## src/rtl/edulent_ctrl_fsm.sv

```systemverilog
// edulent_ctrl_fsm: instruction sequencer for data_path. Fetches an opcode,
// decodes it from the IR tap, then steps through one register-transfer
// command per cycle while driving PC/SP steps, ALU strobes and the memory
// request/acknowledge handshake. A wait that outlasts MEM_TIMEOUT raises a
// sticky bus error and parks the sequencer in HALT until reset.
// ALU opcodes need IR[2:0] = 000 (IR[3] selects AP as the destination), so
// codes such as 77 in an ALU row decode as illegal.
module edulent_ctrl_fsm #(
  parameter int unsigned MEM_TIMEOUT = 255
) (
  input  logic       i_clk,
  input  logic       i_rstn,
  input  logic       i_run,
  input  logic [7:0] i_ir,
  input  logic       i_mem_ack,
  output logic       o_mem_req,
  output logic       o_mem_we,
  output logic [3:0] o_transfer_cmd,
  output logic       o_inc_pc,
  output logic [1:0] o_inc_dec_sp,
  output logic       o_alu_calculate,
  output logic       o_alu_res_to_ap,
  output logic       o_next_instr,
  output logic       o_illegal,
  output logic       o_bus_err,
  output logic       o_halted
);

  localparam int unsigned CW = (MEM_TIMEOUT > 1) ? $clog2(MEM_TIMEOUT + 1) : 1;
  localparam logic [CW-1:0] TO_LIMIT = CW'(MEM_TIMEOUT);

  typedef enum logic [4:0] {
    S_IDLE, S_F_MA, S_F_RD, S_F_IR, S_DEC,
    S_O_MA, S_O_RD, S_AM, S_D_RD, S_WB,
    S_S_MD, S_S_WR, S_S_WT, S_P_MA, S_Q_INC,
    S_Q_MA, S_EX, S_AWB, S_JP, S_IO, S_HALT
  } state_e;

  typedef enum logic [3:0] {
    OP_NOP, OP_LDI, OP_LD, OP_ST, OP_PUSH, OP_POP, OP_ALU_OPND, OP_ALU,
    OP_JMP, OP_IN, OP_OUT, OP_JAP, OP_HALT, OP_ILL
  } op_e;

  function automatic op_e classify(input logic [7:0] ir);
    op_e c;
    c = OP_ILL;
    case (ir)
      8'h00:               c = OP_NOP;
      8'h11, 8'h13:        c = OP_LDI;
      8'h19, 8'h1B:        c = OP_LD;
      8'h21, 8'h23:        c = OP_ST;
      8'h2C, 8'h2E:        c = OP_PUSH;
      8'h14, 8'h1C, 8'h1E: c = OP_POP;
      8'hB0:               c = OP_JMP;
      8'hC0:               c = OP_IN;
      8'hD0:               c = OP_OUT;
      8'hE0:               c = OP_JAP;
      8'hFF:               c = OP_HALT;
      default: begin
        if (ir[2:0] == 3'b000) begin
          case (ir[7:4])
            4'h3, 4'h4, 4'h6, 4'h7, 4'h8: c = OP_ALU_OPND;
            4'h5, 4'h9:                   c = OP_ALU;
            default:                      c = OP_ILL;
          endcase
        end
      end
    endcase
    return c;
  endfunction

  state_e          state_q, state_d;
  logic [7:0]      instr_q, instr_d;
  logic [CW-1:0]   tmo_q, tmo_d;
  logic            bus_err_q, bus_err_d;
  logic            wait_miss;
  op_e             dec_op, cur_op;
  state_e          next_boundary;

  assign dec_op        = classify(i_ir);
  assign cur_op        = classify(instr_q);
  assign next_boundary = i_run ? S_F_MA : S_IDLE;
  assign o_bus_err     = bus_err_q;

  // State, latched opcode, wait counter and sticky bus error registers.
  always_ff @(posedge i_clk or negedge i_rstn) begin
    if (!i_rstn) begin
      state_q   <= S_IDLE;
      instr_q   <= 8'h00;
      tmo_q     <= '0;
      bus_err_q <= 1'b0;
    end else begin
      state_q   <= state_d;
      instr_q   <= instr_d;
      tmo_q     <= tmo_d;
      bus_err_q <= bus_err_d;
    end
  end

  // Next-state sequencing, per-state command decode and wait timeout.
  always_comb begin
    state_d         = state_q;
    instr_d         = instr_q;
    tmo_d           = '0;
    bus_err_d       = bus_err_q;
    wait_miss       = 1'b0;
    o_mem_req       = 1'b0;
    o_mem_we        = 1'b0;
    o_transfer_cmd  = 4'h0;
    o_inc_pc        = 1'b0;
    o_inc_dec_sp    = 2'b00;
    o_alu_calculate = 1'b0;
    o_alu_res_to_ap = 1'b0;
    o_next_instr    = 1'b0;
    o_illegal       = 1'b0;
    o_halted        = 1'b0;
    case (state_q)
      S_IDLE: if (i_run) state_d = S_F_MA;
      S_F_MA: begin
        o_transfer_cmd = 4'h1;
        o_next_instr   = 1'b1;
        state_d        = S_F_RD;
      end
      S_F_RD: begin
        o_mem_req = 1'b1;
        if (i_mem_ack) begin
          o_transfer_cmd = 4'h2;
          state_d        = S_F_IR;
        end else wait_miss = 1'b1;
      end
      S_F_IR: begin
        o_transfer_cmd = 4'h3;
        o_inc_pc       = 1'b1;
        state_d        = S_DEC;
      end
      S_DEC: begin
        instr_d = i_ir;
        case (dec_op)
          OP_LDI, OP_LD, OP_ST, OP_ALU_OPND, OP_JMP: state_d = S_O_MA;
          OP_PUSH:                    state_d = S_P_MA;
          OP_POP:                     state_d = S_Q_INC;
          OP_ALU:                     state_d = S_EX;
          OP_IN, OP_OUT, OP_JAP:      state_d = S_IO;
          OP_HALT:                    state_d = S_HALT;
          OP_ILL: begin
            o_illegal = 1'b1;
            state_d   = next_boundary;
          end
          default:                    state_d = next_boundary;
        endcase
      end
      S_O_MA: begin
        o_transfer_cmd = 4'h1;
        state_d        = S_O_RD;
      end
      S_O_RD: begin
        o_mem_req = 1'b1;
        if (i_mem_ack) begin
          o_transfer_cmd = 4'h2;
          o_inc_pc       = 1'b1;
          case (cur_op)
            OP_LDI:       state_d = S_WB;
            OP_LD, OP_ST: state_d = S_AM;
            OP_ALU_OPND:  state_d = S_EX;
            default:      state_d = S_JP;
          endcase
        end else wait_miss = 1'b1;
      end
      S_AM: begin
        o_transfer_cmd = 4'h4;
        state_d        = (cur_op == OP_ST) ? S_S_MD : S_D_RD;
      end
      S_D_RD: begin
        o_mem_req = 1'b1;
        if (i_mem_ack) begin
          o_transfer_cmd = 4'h2;
          state_d        = S_WB;
        end else wait_miss = 1'b1;
      end
      S_WB: begin
        o_transfer_cmd = 4'h5;
        state_d        = next_boundary;
      end
      S_P_MA: begin
        o_transfer_cmd = 4'h7;
        state_d        = S_S_MD;
      end
      S_S_MD: begin
        o_transfer_cmd = 4'h8;
        state_d        = S_S_WR;
      end
      S_S_WR: begin
        o_transfer_cmd = 4'h9;
        state_d        = S_S_WT;
      end
      S_S_WT: begin
        o_mem_req = 1'b1;
        o_mem_we  = 1'b1;
        if (i_mem_ack) begin
          if (cur_op == OP_PUSH) o_inc_dec_sp = 2'b10;
          state_d = next_boundary;
        end else wait_miss = 1'b1;
      end
      S_Q_INC: begin
        o_inc_dec_sp = 2'b01;
        state_d      = S_Q_MA;
      end
      S_Q_MA: begin
        o_transfer_cmd = 4'h7;
        state_d        = S_D_RD;
      end
      S_EX: begin
        o_alu_calculate = 1'b1;
        state_d         = S_AWB;
      end
      S_AWB: begin
        o_transfer_cmd  = 4'hA;
        o_alu_res_to_ap = instr_q[3];
        state_d         = next_boundary;
      end
      S_JP: begin
        o_transfer_cmd = 4'hB;
        state_d        = next_boundary;
      end
      S_IO: begin
        case (cur_op)
          OP_IN:   o_transfer_cmd = 4'hC;
          OP_OUT:  o_transfer_cmd = 4'hD;
          default: o_transfer_cmd = 4'hE;
        endcase
        state_d = next_boundary;
      end
      S_HALT: o_halted = 1'b1;
      default: state_d = S_IDLE;
    endcase
    if (wait_miss && (MEM_TIMEOUT != 0)) begin
      if (tmo_q == TO_LIMIT - CW'(1)) begin
        state_d   = S_HALT;
        bus_err_d = 1'b1;
      end else begin
        tmo_d = tmo_q + CW'(1);
      end
    end
  end

endmodule

```

## config.mk

```make
export PLATFORM = sky130hd
export DESIGN_NAME = edulent_ctrl_fsm
export DESIGN_NICKNAME = d
export VERILOG_FILES = /design/src/rtl/edulent_ctrl_fsm.sv
export SDC_FILE = /design/constraint.sdc
export NUM_CORES = 1
export LEC_CHECK = 0
export CAP_MARGIN = 10
export CORE_ASPECT_RATIO = 0.6
export CORE_MARGIN = 5
export CORE_UTILIZATION = 56
export DETAILED_ROUTE_END_ITERATION = 16
export GPL_TIMING_DRIVEN = 0
export PLACE_DENSITY = 0.89
export SETUP_SLACK_MARGIN = 0.2
export SYNTH_ARGS = -nofsm -noshare
export SYNTH_HDL_FRONTEND = slang
export SYNTH_SLANG_ARGS = --single-unit
```

## constraint.sdc

```tcl
create_clock -name i_clk -period 2.1 [get_ports i_clk]
set_input_delay 0.21 -clock i_clk [delete_from_list [all_inputs] [get_ports i_clk]]
set_output_delay 0.21 -clock i_clk [all_outputs]
set_load 0.02 [all_outputs]
```

==> flow_summary.json, run 1 <==
{
  "timing.critical_path.slowest_cell_delay_ps": 420,
  "drt_pre_antenna_iters": 10,
  "failed_checks": "setup timing",
  "worst_clock_skew_ps": 6.41,
  "min_path_type": "in2reg",
  "period_needed_ps": 2440,
  "fraction_of_registers_with_async_set_reset_pct": 100,
  "postLayoutCoreUtil_pct": 85.0,
  "initial_core_util_pct": 58.5,
  "ctsHoldBuffers": 0,
  "clkSinkCount": 22,
  "worstPathArrival_ps": 2230,
  "vdd.ir_drop.worst_mv": 0.758,
  "timing.final.ws_setup_ps": -341,
  "synth_area_um2": 2160,
  "leakage_uw": 0.00132,
  "mappedNetlistNets": 335,
  "grtUsageTotal_pct": 29.5,
  "timing.critical_path.cells": "clkbuf_8 -> nor4_4 -> nand3_2 -> o21bai_1 -> and3_4 -> a21boi_2 -> o2111ai_2 -> o21ai_2 -> buf_6",
  "globalRouteOverflowTotal": 0,
  "mostFrequentLayoutCells": "sky130_fd_sc_hd__nand2_1, sky130_fd_sc_hd__nor2_1, sky130_fd_sc_hd__buf_4",
  "core_region_area_um2": 3700,
  "floorplan.die_area_um2": 5250,
  "post_route_cells_drive_above_1_share_pct": 35.7,
  "worst-r2r-cell-count": 9,
  "clockRootBuffer": "sky130_fd_sc_hd__clkbuf_8",
  "numPortBuffers": 25,
  "rows": 17,
  "worstReg2RegStart": "instr_q[3]",
  "grt_antenna_before_repair": 0,
  "postSynth.topFlopCell": "sky130_fd_sc_hd__dfrtp_1",
  "postSynthAreaPerCell_um2": 6.74,
  "r2r_slack_ps": -40,
  "finalSetupViolCount": 4,
  "period_share_pct": 116,
  "gate_count_of_the_mapped_netlist": 321,
  "grt_first_pass_wirelength_um": 12600,
  "routed_wl_um": 9230,
  "cts_made_buffers": 3,
  "avgViaCountPerCell": 7.20,
  "worst-path-max-fanout": 3,
  "clkTransAtPathRegs_ps": 90,
  "clock.fmax_mhz": 410,
  "gp_routability_congestion": 0.940,
  "place_worst_setup_slack_ps": -595,
  "worst_setup_path_start_kind": "flip-flop",
  "status": "complete, but fails checks",
  "postRouteAntennaNets": 0,
  "hold_viol": 0,
  "report.final.slew_viol_count": 0,
  "relSlewSlack_pct": 32.6,
  "final_cells": 425,
  "timing.hold.ws_ps": 236,
  "slowest_stage": "sky130_fd_sc_hd__dfrtp_1",
  "report.power.total_uw": 3510,
  "min_from": "i_ir[1]",
  "ys_types": 53,
  "drc_errors": 0,
  "p_per_area_nw_per_um2": 1120,
  "area_growth_syn_to_layout_pct": 45.3,
  "critPathKind": "reg2out",
  "grt_max_degree": 23,
  "drt_first_iter_violations": 581,
  "die-height_um": 58.2,
  "cp_data_required_time_ps": 1890,
  "clock_latency_ps": 280,
  "cts_tree": "built",
  "numPlacedInstances": 393,
  "seq_area_frac_synth_pct": 25.4,
  "holdPathStages": 3,
  "grt_pass1_vias": 2516,
  "min_to": "instr_q[1]",
  "grt_setup_unrepaired": "true",
  "insertedDiodeCount": 0,
  "sequential_cell_area_um2": 554,
  "synth-edff-count": 0,
  "finish.net_count": 393,
  "io-pin-count": 27,
  "max_slew.worst_pin.slew_ps": 1010,
  "maxCapViolations": 0,
  "number_of_vias_in_the_routed_layout": 3058,
  "layout.cells.most_common": "sky130_fd_sc_hd__nand2_1",
  "critical_path.reg2reg.endpoint": "state_q[2]",
  "cts_max_path_buffers": 2,
  "die_w_um": 90.3,
  "cts_h_tree_depth": 1,
  "layout.filler_cells": 189,
  "synth_warnings": 0,
  "multi_input_area_um2": 1810,
  "routedWlPerCell_um": 21.7,
  "critPathCaptureType": "primary output",
  "hpwlAfterDp_um": 4820,
  "yosys_register_bits": 22
}
[cell usage after synthesis (all sizes together) (3+ instances only)]
library cell / count / area (µm²)
nor2: 41 / 154
a211oi: 3 / 22.5
nand4: 5 / 31.3
a21oi: 26 / 130
dfrtp: 22 / 551
o21ai: 26 / 130
inv: 6 / 22.5
nor2b: 9 / 56.3
a22oi: 3 / 27.5
nor4: 6 / 52.6
buf: 6 / 35.0
xnor2: 5 / 43.8
and3: 4 / 25.0
o211ai: 3 / 22.5
nand2: 55 / 206
clkbuf: 18 / 67.6
and2: 3 / 18.8
o22ai: 3 / 18.8
nand3: 14 / 70.1
a31oi: 3 / 18.8
nor3: 10 / 50.1
nor3b: 6 / 45.0
nand2b: 13 / 88.8
xor2: 5 / 43.8
[sequential cells by signal, indices dropped and copies added, names as in the netlist]
signal	cells
instr_q	8
tmo_q	8
o_bus_err	1
state_q	5
[cell families after synthesis]
logic type	Yosys count	synth area share, %
buf+inv	30	5.78
mux	2	0.983
simple gates	177	40.9
flops	22	25.4
compound gates	78	21.7
fa+ha+maj	2	1.16
xor+xnor	10	4.05
[what timing repair did]
item	in CTS	in global routing
resized for setup	147	55
pin swaps	13	20
endpoints found under the setup margin	18	24
hold endpoints to repair	0	0
buffers inserted	19	9
[worst max-delay path by stage]
stage                    start                end  depth (start not counted)
floorplan           instr_q[0]  o_transfer_cmd[1]                          8
global placement       i_ir[0]         state_q[2]                          8
detailed placement     i_ir[0]         state_q[2]                          8
CTS                 instr_q[2]  o_transfer_cmd[0]                          8
global route        instr_q[3]  o_transfer_cmd[1]                          9
finish              instr_q[3]  o_transfer_cmd[1]                          9
[routing by layer]
layer	part of all wire, %	up-vias	GRT usage, %
met5	0	-	0
met3	14	116	6.87
met2	42	339	48.1
li1	-	1235	-
met1	37	1368	38.9
met4	7.3	0	9.98
[worst max-delay path, delay by kind of cell (launching register included)]
| kind | cells | cell delay (ps) |
|---|---|---|
| simple gates | 3 | 630 |
| compound gates | 4 | 610 |
| flops | 1 | 420 |
| buf+inv | 2 | 290 |
[area by class of cell]
type	count	area share (%)
Clock buffer	3	1.31
Clock inverter	1	0.955
Multi-Input combinational cell	269	57.7
Timing Repair Buffer	53	13.1
Tap cell	47	1.87
Sequential cell	22	17.6
Buffer	24	6.80
Inverter	6	0.716
[through the flow]
stage               cell area [µm²]  setup TNS [ps]
global route                   3140           -1110
global placement               2590           -4320
CTS                            2940            -770
detailed placement             2590           -4830
floorplan                      2280               0
finish                         3140            -916
[where the power goes]
part           switching [µW]  internal, µW
registers                 135           544
clock network             157           255
logic                    1430           993
total                    1720          1790
Note: power is estimated with default switching activity, not from simulation.
==> inputs of run 2 (changes only) <==
- SLEW_MARGIN: unset -> 30
==> flow_summary.json, run 2 (synthesized netlist as in run 1, its figures left out) <==
{
  "status": "complete, but fails checks",
  "failed_checks": "setup timing",
  "critPathKind": "reg2out",
  "cp_num_buf_inv": 2,
  "cp_data_required_time_ps": 1890,
  "area_growth_syn_to_layout_pct": 45.6,
  "numPortBuffers": 25,
  "routed_wl_um": 9200,
  "cts_h_tree_depth": 1,
  "relSlewSlack_pct": 59.7,
  "clock.fmax_mhz": 403,
  "mostFrequentLayoutCells": "sky130_fd_sc_hd__nand2_1, sky130_fd_sc_hd__buf_4, sky130_fd_sc_hd__nor2_1",
  "postLayoutCoreUtil_pct": 85.2,
  "initial_core_util_pct": 58.5,
  "critPathCaptureType": "primary output",
  "max_slew.worst_pin.slew_ps": 600,
  "timing.final.ws_setup_ps": -379,
  "place_worst_setup_slack_ps": -595,
  "drc_errors": 0,
  "cp_top_delay_family": "simple AND/OR/NAND/NOR gates",
  "min_path_type": "in2reg",
  "vdd.ir_drop.worst_mv": 0.708,
  "worstPathArrival_ps": 2270,
  "timing.critical_path.cells": "clkbuf_8 -> nor4_4 -> nand3_2 -> o21bai_1 -> and3_4 -> a21boi_2 -> o2111ai_2 -> o21ai_2 -> buf_6",
  "worst_setup_path_start_kind": "flip-flop",
  "tns_ps": -1010,
  "timing.hold.ws_ps": 258,
  "biggest_registers_after_layout": "instr_q: 8 flops, tmo_q: 8 flops, state_q: 5 flops",
  "layout.cells.most_common": "sky130_fd_sc_hd__nand2_1",
  "routedWlPerCell_um": 21.5,
  "grtUsageTotal_pct": 28.9,
  "timing.critical_path.slowest_cell_delay_ps": 400,
  "worst_clock_skew_ps": 11.4,
  "post_route_cells_drive_above_1_share_pct": 36.0,
  "floorplan.die_area_um2": 5250,
  "clock_latency_ps": 280,
  "period_needed_ps": 2480,
  "cts_tree": "built",
  "worst-path-max-fanout": 3,
  "insertedDiodeCount": 0,
  "drt_first_iter_violations": 513,
  "leakage_uw": 0.00134,
  "cts_made_buffers": 3,
  "globalRouteOverflowTotal": 0,
  "core_region_area_um2": 3700,
  "p_per_area_nw_per_um2": 1110,
  "layout.filler_cells": 183,
  "grt_setup_unrepaired": "true",
  "slowest_stage": "sky130_fd_sc_hd__dfrtp_1",
  "die-height_um": 58.2,
  "clkTransAtPathRegs_ps": 90,
  "hold_viol": 0,
  "gp_routability_congestion": 0.940,
  "sequential_cell_area_um2": 554,
  "grt_pass1_vias": 2499,
  "io-pin-count": 27,
  "number_of_vias_in_the_routed_layout": 2953,
  "report.final.slew_viol_count": 0,
  "drt_pre_antenna_iters": 6,
  "final_area_um2": 3150,
  "clockRootBuffer": "sky130_fd_sc_hd__clkbuf_8",
  "maxCapViolations": 0,
  "multi_input_area_um2": 1800,
  "rows": 17,
  "hpwlAfterDp_um": 4820,
  "clkSinkCount": 22,
  "finalSetupViolCount": 4,
  "placed_area_um2": 2590,
  "die_w_um": 90.3,
  "grt_max_degree": 23,
  "finish.net_count": 396,
  "period_share_pct": 118,
  "grt_antenna_before_repair": 0,
  "postRouteAntennaNets": 0,
  "cts_max_path_buffers": 2,
  "avgViaCountPerCell": 6.90,
  "grt_first_pass_wirelength_um": 12400
}
[run 2: cell types whose count changed in the layout (fill, tap and decap cells not counted), sizes merged]
cell,change
clkdlybuf4s50,-1
dlygate4sd3,+1
buf,+3
[run 2: metal layers]
| metal | routed length [µm] | GRT usage (%) | part of all wire [%] | vias up |
|---|---|---|---|---|
| met2 | 3980 | 45.6 | 43 | 299 |
| li1 | - | - | - | 1244 |
| met5 | 0 | 0 | 0 | - |
| met3 | 1290 | 7.00 | 14 | 84 |
| met4 | 549 | 11.5 | 6.0 | 0 |
| met1 | 3380 | 38.5 | 37 | 1326 |
[run 2: power by group]
group          total (µW)  internal (µW)  switching, µW
sequential            673            544            130
combinational        2420            992           1420
clock                 415            255            159
total                3500           1790           1710
[run 2: worst min-delay path, stage by stage]
cell	delay, ps
sky130_fd_sc_hd__buf_6	130
sky130_fd_sc_hd__nand2_1	100
sky130_fd_sc_hd__nand2_1	50
[run 2: final cells by class]
cell class                      instances  share of cell area [%]
Clock inverter                          1                   0.953
Tap cell                               47                    1.87
Timing Repair Buffer                   56                    13.5
Inverter                                6                   0.715
Clock buffer                            3                    1.31
Multi-Input combinational cell        269                    57.2
Buffer                                 24                    6.79
Sequential cell                        22                    17.6
[run 2: final timing paths]
kind                             from           endpoint  slack (ps)  depth (start not counted)
max                        instr_q[3]  o_transfer_cmd[1]        -380                          9
min                           i_ir[1]         instr_q[1]         260                          3
max reg2reg                instr_q[3]         state_q[2]         -10                          9
min reg2reg                 o_bus_err          o_bus_err         480                          1
max in group asynchronous      i_rstn         instr_q[1]        1260                          2
min in group asynchronous      i_rstn          o_bus_err         450                          2
[run 2: metrics by stage]
step | instances | power, µW
2_1_floorplan | 321 | 1910
3_3_place_gp | 393 | 2340
3_5_place_dp | 393 | 2390
4_1_cts | 417 | 3020
5_1_grt | 428 | 3650
6_report | 428 | 3500
[run 2: what timing repair did]
| item | CTS | global route |
|---|---|---|
| hold buffers | 1 | 0 |
| setup buffers | 19 | 11 |
| gates resized for setup | 147 | 51 |
| gates cloned | 0 | 0 |
| hold endpoints to repair | 22 | 0 |
| setup endpoints to repair | 18 | 25 |
| pin swaps | 13 | 17 |
==> RTL change 1, RTL diff (flow settings as in run 2) <==
Put one more register stage on the output `o_bus_err`, with the module's reset. The value now appears one clock later. The other outputs are not delayed to match.
--- a/src/rtl/edulent_ctrl_fsm.sv
+++ b/src/rtl/edulent_ctrl_fsm.sv
@@ -82,3 +82,9 @@
   assign next_boundary = i_run ? S_F_MA : S_IDLE;
-  assign o_bus_err     = bus_err_q;
+  always_ff @(posedge i_clk or negedge i_rstn) begin
+    if (!i_rstn) begin
+      o_bus_err <= '0;
+    end else begin
+      o_bus_err <= bus_err_q;
+    end
+  end
 
Behaviour: no difference found for any inputs over 10 cycles, from zero or initial values and one cycle with i_rstn low; that may be too few to reach the edited logic, so the function may still have changed.
==> RTL change 1 against run 2 <==
The run still ends with setup timing left; wire length shrank 15%; synthesized area grew 7.2%; combinational power shrank 4%; sequential cell count grew 1; clock power shrank 27%; power shrank 5.4%; die area grew 6.2%; setup slack gained 0.15 ns; first-iteration DRC count shrank 40%; cell area shrank 2.3%; largest power group unchanged.
==> RTL change 1: results (changes against run 2) <==
stage	metric	value	unit	change
pwr	leakage power	1.23	nW	-7.9%
synth	multiplexer share of the synthesized area	2.86	%	+1.9 points
route	metal3 WL	822	µm	-36%
sta	Worst Tran Pin Value	0.565	ns	-0.0352 ns
placed_design	dpl cell area	2640	µm²	+2.0%
synth	gate count after technology mapping	305		-5.0%
route	initial DRC count	310		-40%
route	drt total wl	7850	µm	-15%
synth	Synth top cells by count	nor2_1, nand2_1, dfrtp_1		
sta	final worst slack	-0.231	ns	+0.148 ns
worst_setup_path	CP max-delay cell	dfrtp_1		
worst_hold_path	Hold Crit Start	i_ir[3]		
worst_setup_path	CP top delay family	buffers and inverters		
sta	setup violators final	3		-1
worst_setup_path	Arr. time, crit path	2.12	ns	-0.15 ns
placed_design	hpwl dp	4990	µm	+3.4%
global_routing	vias in the first global route	2475		-0.96%
global_routing	first-pass GRT wire length	12200	µm	-1.4%
synth	Post-Synth Adder-Cell Area	1.51	%	+0.35 points
synth	post-synthesis sequential area ratio	24.8	%	-0.64 points
route	DRT Pass-1 Iters	5		-1
sta	Setup Skew	0.00411	ns	-0.00727 ns
run_status	failing checks	setup timing		
synth	top post-synthesis cells by area	dfrtp_1, nor2_1, nand2_1		
synth	Distinct cells, synth	67		+26%
placed_design	Routability Congestion	0.958		+2.0%
cells_and_area	Layout Nets	364		-8.1%
global_routing	GRT Total Usage	27.7	%	-1.2 points
synth	Synth Area in Compound Gates	25.0	%	+3.2 points
placed_design	PortBufs	24		-4.0%
worst_setup_path	critical path fanouts, max	10		+7
run_status	status	finished with violations		
worst_setup_path	r2r startpoint	instr_q[7]		
synth	Syn Nets	319		-4.8%
global_routing	pin count of the biggest net entering global routing	24		+4.3%
route	DR vias	2703		-8.5%
synth	post-synthesis xor/xnor area fraction	3.02	%	-1.0 points
sta	Setup TNS	-0.620	ns	+0.386 ns
pwr	internal power	1.67	mW	-6.9%
worst_setup_path	CP max stage delay	0.37	ns	-0.03 ns
cells_and_area	Layout Cells excl Fill	399		-6.8%
placed_design	dpl ws	-0.718	ns	-0.123 ns
-- RTL change 1: cell types whose count changed after synthesis, sizes merged, moves of 5 or more --
cell	run 2	this run
buf	6	13
nand2b	13	7
o21ai	26	20
nand3b	0	5
a21oi	26	17
nand2	55	27
and3	4	10
clkbuf	18	11
-- RTL change 1: path summary, 6_finish.rpt --
path / end / slack [ns] / cells past startpoint
worst max-delay path: o_inc_dec_sp[1] / -0.23 / 8
worst min-delay path: instr_q[3] / 0.18 / 3
worst max register to register: state_q[1] / 0.25 / 8
worst min register to register: o_bus_err / 0.38 / 0
max in group asynchronous: state_q[4] / 1.24 / 2
min in group asynchronous: tmo_q[0] / 0.45 / 2
-- RTL change 1: final cells by class --
class	count	area, µm²
multi-input cells	248	1810
flip-flops and latches	23	579
inverters	10	41.3
repair buffers	40	298
well taps	50	62.6
clock inverters	1	7.51
fillers	265	976
plain buffers	24	236
clock buffers	3	41.3
-- RTL change 1: what timing repair did --
| action | 4_1_cts | 5_1_grt |
|---|---|---|
| cloned | 0 | 1 |
| hold endpoints to repair | 23 | 0 |
| setup buffers | 6 | 8 |
| pin swaps | 16 | 14 |
| resized for setup | 132 | 48 |
| setup endpoints to repair | 19 | 16 |
| hold buffers | 1 | 0 |
-- RTL change 1: power groups by stage --
stage          Sequential (mW)  Clock, mW  Combinational (mW)
6_report                 0.679      0.303                2.33
2_1_floorplan            0.627          0                1.27
4_1_cts                  0.662      0.302                2.00
3_3_place_gp             0.646          0                1.67
3_5_place_dp             0.653          0                1.71
5_1_grt                  0.697      0.327                2.49
-- RTL change 1: metal layers --
metal | GRT usage (%) | vias up
li1 | - | 1204
met3 | 7.80 | 27
met4 | 6.26 | 0
met2 | 42.9 | 183
met5 | 0 | -
met1 | 38.7 | 1289
==> RTL change 2, RTL diff (config.mk and constraints of run 2) <==
Made on the original files. Set the parameter `MEM_TIMEOUT` to 510 (it was 255).
--- a/src/rtl/edulent_ctrl_fsm.sv
+++ b/src/rtl/edulent_ctrl_fsm.sv
@@ -8,3 +8,3 @@
 module edulent_ctrl_fsm #(
-  parameter int unsigned MEM_TIMEOUT = 255
+  parameter int unsigned MEM_TIMEOUT = 510
 ) (
Behaviour: same outputs for any inputs over 10 cycles, from zero or initial values and one cycle with i_rstn low; that may be too few to reach the edited logic, so the function may still have changed.
==> RTL change 2 against run 2 <==
The run still ends with setup timing left; power increased by 19%; combinational power increased by 30%; cell area increased by 5.4%; sequential cell count increased by 1; wire length increased by 14%; critical path depth unchanged; synthesized area increased by 1.8%; setup slack got worse by 0.053 ns.
==> RTL change 2: results (changes against run 2) <==
stage	metric	value	unit	change
run_status	status	finished with violations		
run_status	failing checks	setup timing		
global_routing	first-pass GRT wire length	14300	µm	+15%
sta	final worst slack	-0.432	ns	-0.0532 ns
route	Routed met1 length	3800	µm	+12%
cells_and_area	Top Registers	tmo_q (9), instr_q (8), state_q (5)		
placed_design	Routability Congestion	1.03		+9.4%
synth	Distinct cells, synth	64		+21%
route	initial DRC count	548		+6.8%
global_routing	GRT Total Usage	33.3	%	+4.5 points
route	metal3 WL	1530	µm	+19%
sta	Worst Tran Pin Value	0.544	ns	-0.0565 ns
global_routing	vias in the first global route	2744		+9.8%
route	DR WL/cell	25.0	µm	+16%
synth	post-synthesis xor/xnor area fraction	3.18	%	-0.87 points
synth	syn avg cell area	7.37	µm²	+9.3%
worst_setup_path	R2R cell count	7		-2
sta	setup violators final	6		+2
global_routing	GR met1 Demand/Resource	44.9	%	+6.4 points
route	Met2 Routed Length	4390	µm	+10%
pwr	leakage power	1.35	nW	+1.2%
pwr	maximum vdd drop	1.21	mV	+71%
synth	multiplexer share of the synthesized area	3.41	%	+2.4 points
synth	post-synthesis sequential area ratio	26.1	%	+0.69 points
synth	Syn Nets	313		-6.6%
global_routing	pin count of the biggest net entering global routing	24		+4.3%
global_routing	met2 Usage GRT	51.0	%	+5.4 points
worst_setup_path	critical path fanouts, max	10		+7
synth	Synth Area in Compound Gates	25.2	%	+3.4 points
synth	Synth top cells by count	nor2_1, nand2_1, dfrtp_1		
sta	Setup Skew	0.00445	ns	-0.00693 ns
route	DRT Pass-1 Iters	8		+2
synth	top post-synthesis cells by area	dfrtp_1, nor2_1, nand2_1		
clocking	insertion delay to the later sink of the worst-skew pair	0.28	ns	about the same
route	DR vias	3217		+8.9%
worst_setup_path	CP top delay family	buffers and inverters		
global_routing	initial antenna violation count	0		unchanged
placed_design	hpwl dp	5050	µm	+4.7%
cells_and_area	Layout Nets	387		-2.3%
worst_setup_path	CP max stage delay	0.44	ns	+0.04 ns
global_routing	met3 usage	7.79	%	+0.79 points
sta	Max Fclk	395	MHz	-2.1%
synth	YS warnings	0		unchanged
synth	Post-Synth Adder-Cell Area	1.14	%	-0.020 points
placed_design	dpl ws	-0.790	ns	-0.195 ns
cells_and_area	fraction of layout cells with a size suffix above 1	40.6	%	+4.6 points
placed_design	dpl cell area	2580	µm²	-0.44%
sta	Setup TNS	-1.26	ns	-0.254 ns
RTL change 2: changes by cell type after synthesis, sizes merged, moves of 6 or more:
cell / before / now
nor2: 41 / 30
nand2b: 13 / 5
o21ai: 26 / 20
a21oi: 26 / 14
nand2: 55 / 26
nor3: 10 / 16
RTL change 2: tightest hold or removal path, stage by stage:
cell	delay, ns
buf_12	0.08
buf_4	0.16
mux2_2	0.18
RTL change 2: timing repair:
item,CTS,global route
hold buffers,1,0
endpoints found under the setup margin,23,23
gates cloned,0,0
endpoints found under the hold margin,23,0
resized for setup,143,69
buffers inserted,31,12
pin swaps,21,12
RTL change 2: area by class of cell:
class | instances | area (µm²)
Buffer | 23 | 215
Clock buffer | 3 | 41.3
Clock inverter | 1 | 5.00
Fill cell | 164 | 402
Inverter | 11 | 50.0
Multi-Input combinational cell | 242 | 1800
Sequential cell | 23 | 581
Tap cell | 47 | 58.8
Timing Repair Buffer | 69 | 567
RTL change 2: worst paths after layout:
kind	startpoint	endpoint	slack, ns
worst max-delay path	instr_q[4]	o_transfer_cmd[0]	-0.43
worst min-delay path	i_ir[0]	instr_q[0]	0.38
worst max register to register	state_q[1]	state_q[3]	-0.18
worst min register to register	o_bus_err	o_bus_err	0.50
max in group asynchronous	i_rstn	state_q[1]	1.24
min in group asynchronous	i_rstn	instr_q[6]	0.45
RTL change 2: through the flow:
stage          util (%)  cells  hold WS, ns  power (mW)
6_report           89.2    419        0.382        4.16
5_1_grt            89.2    419        0.373        4.31
4_1_cts            84.1    407        0.325        3.63
3_5_place_dp       69.2    371        0.228        2.79
3_3_place_gp       69.3    371        0.450        2.73
2_1_floorplan         -    299      -0.0856        2.20
RTL change 2: power breakdown:
group	internal (mW)	switching, mW
sequential	0.588	0.134
clock	0.133	0.163
combinational	1.31	1.83
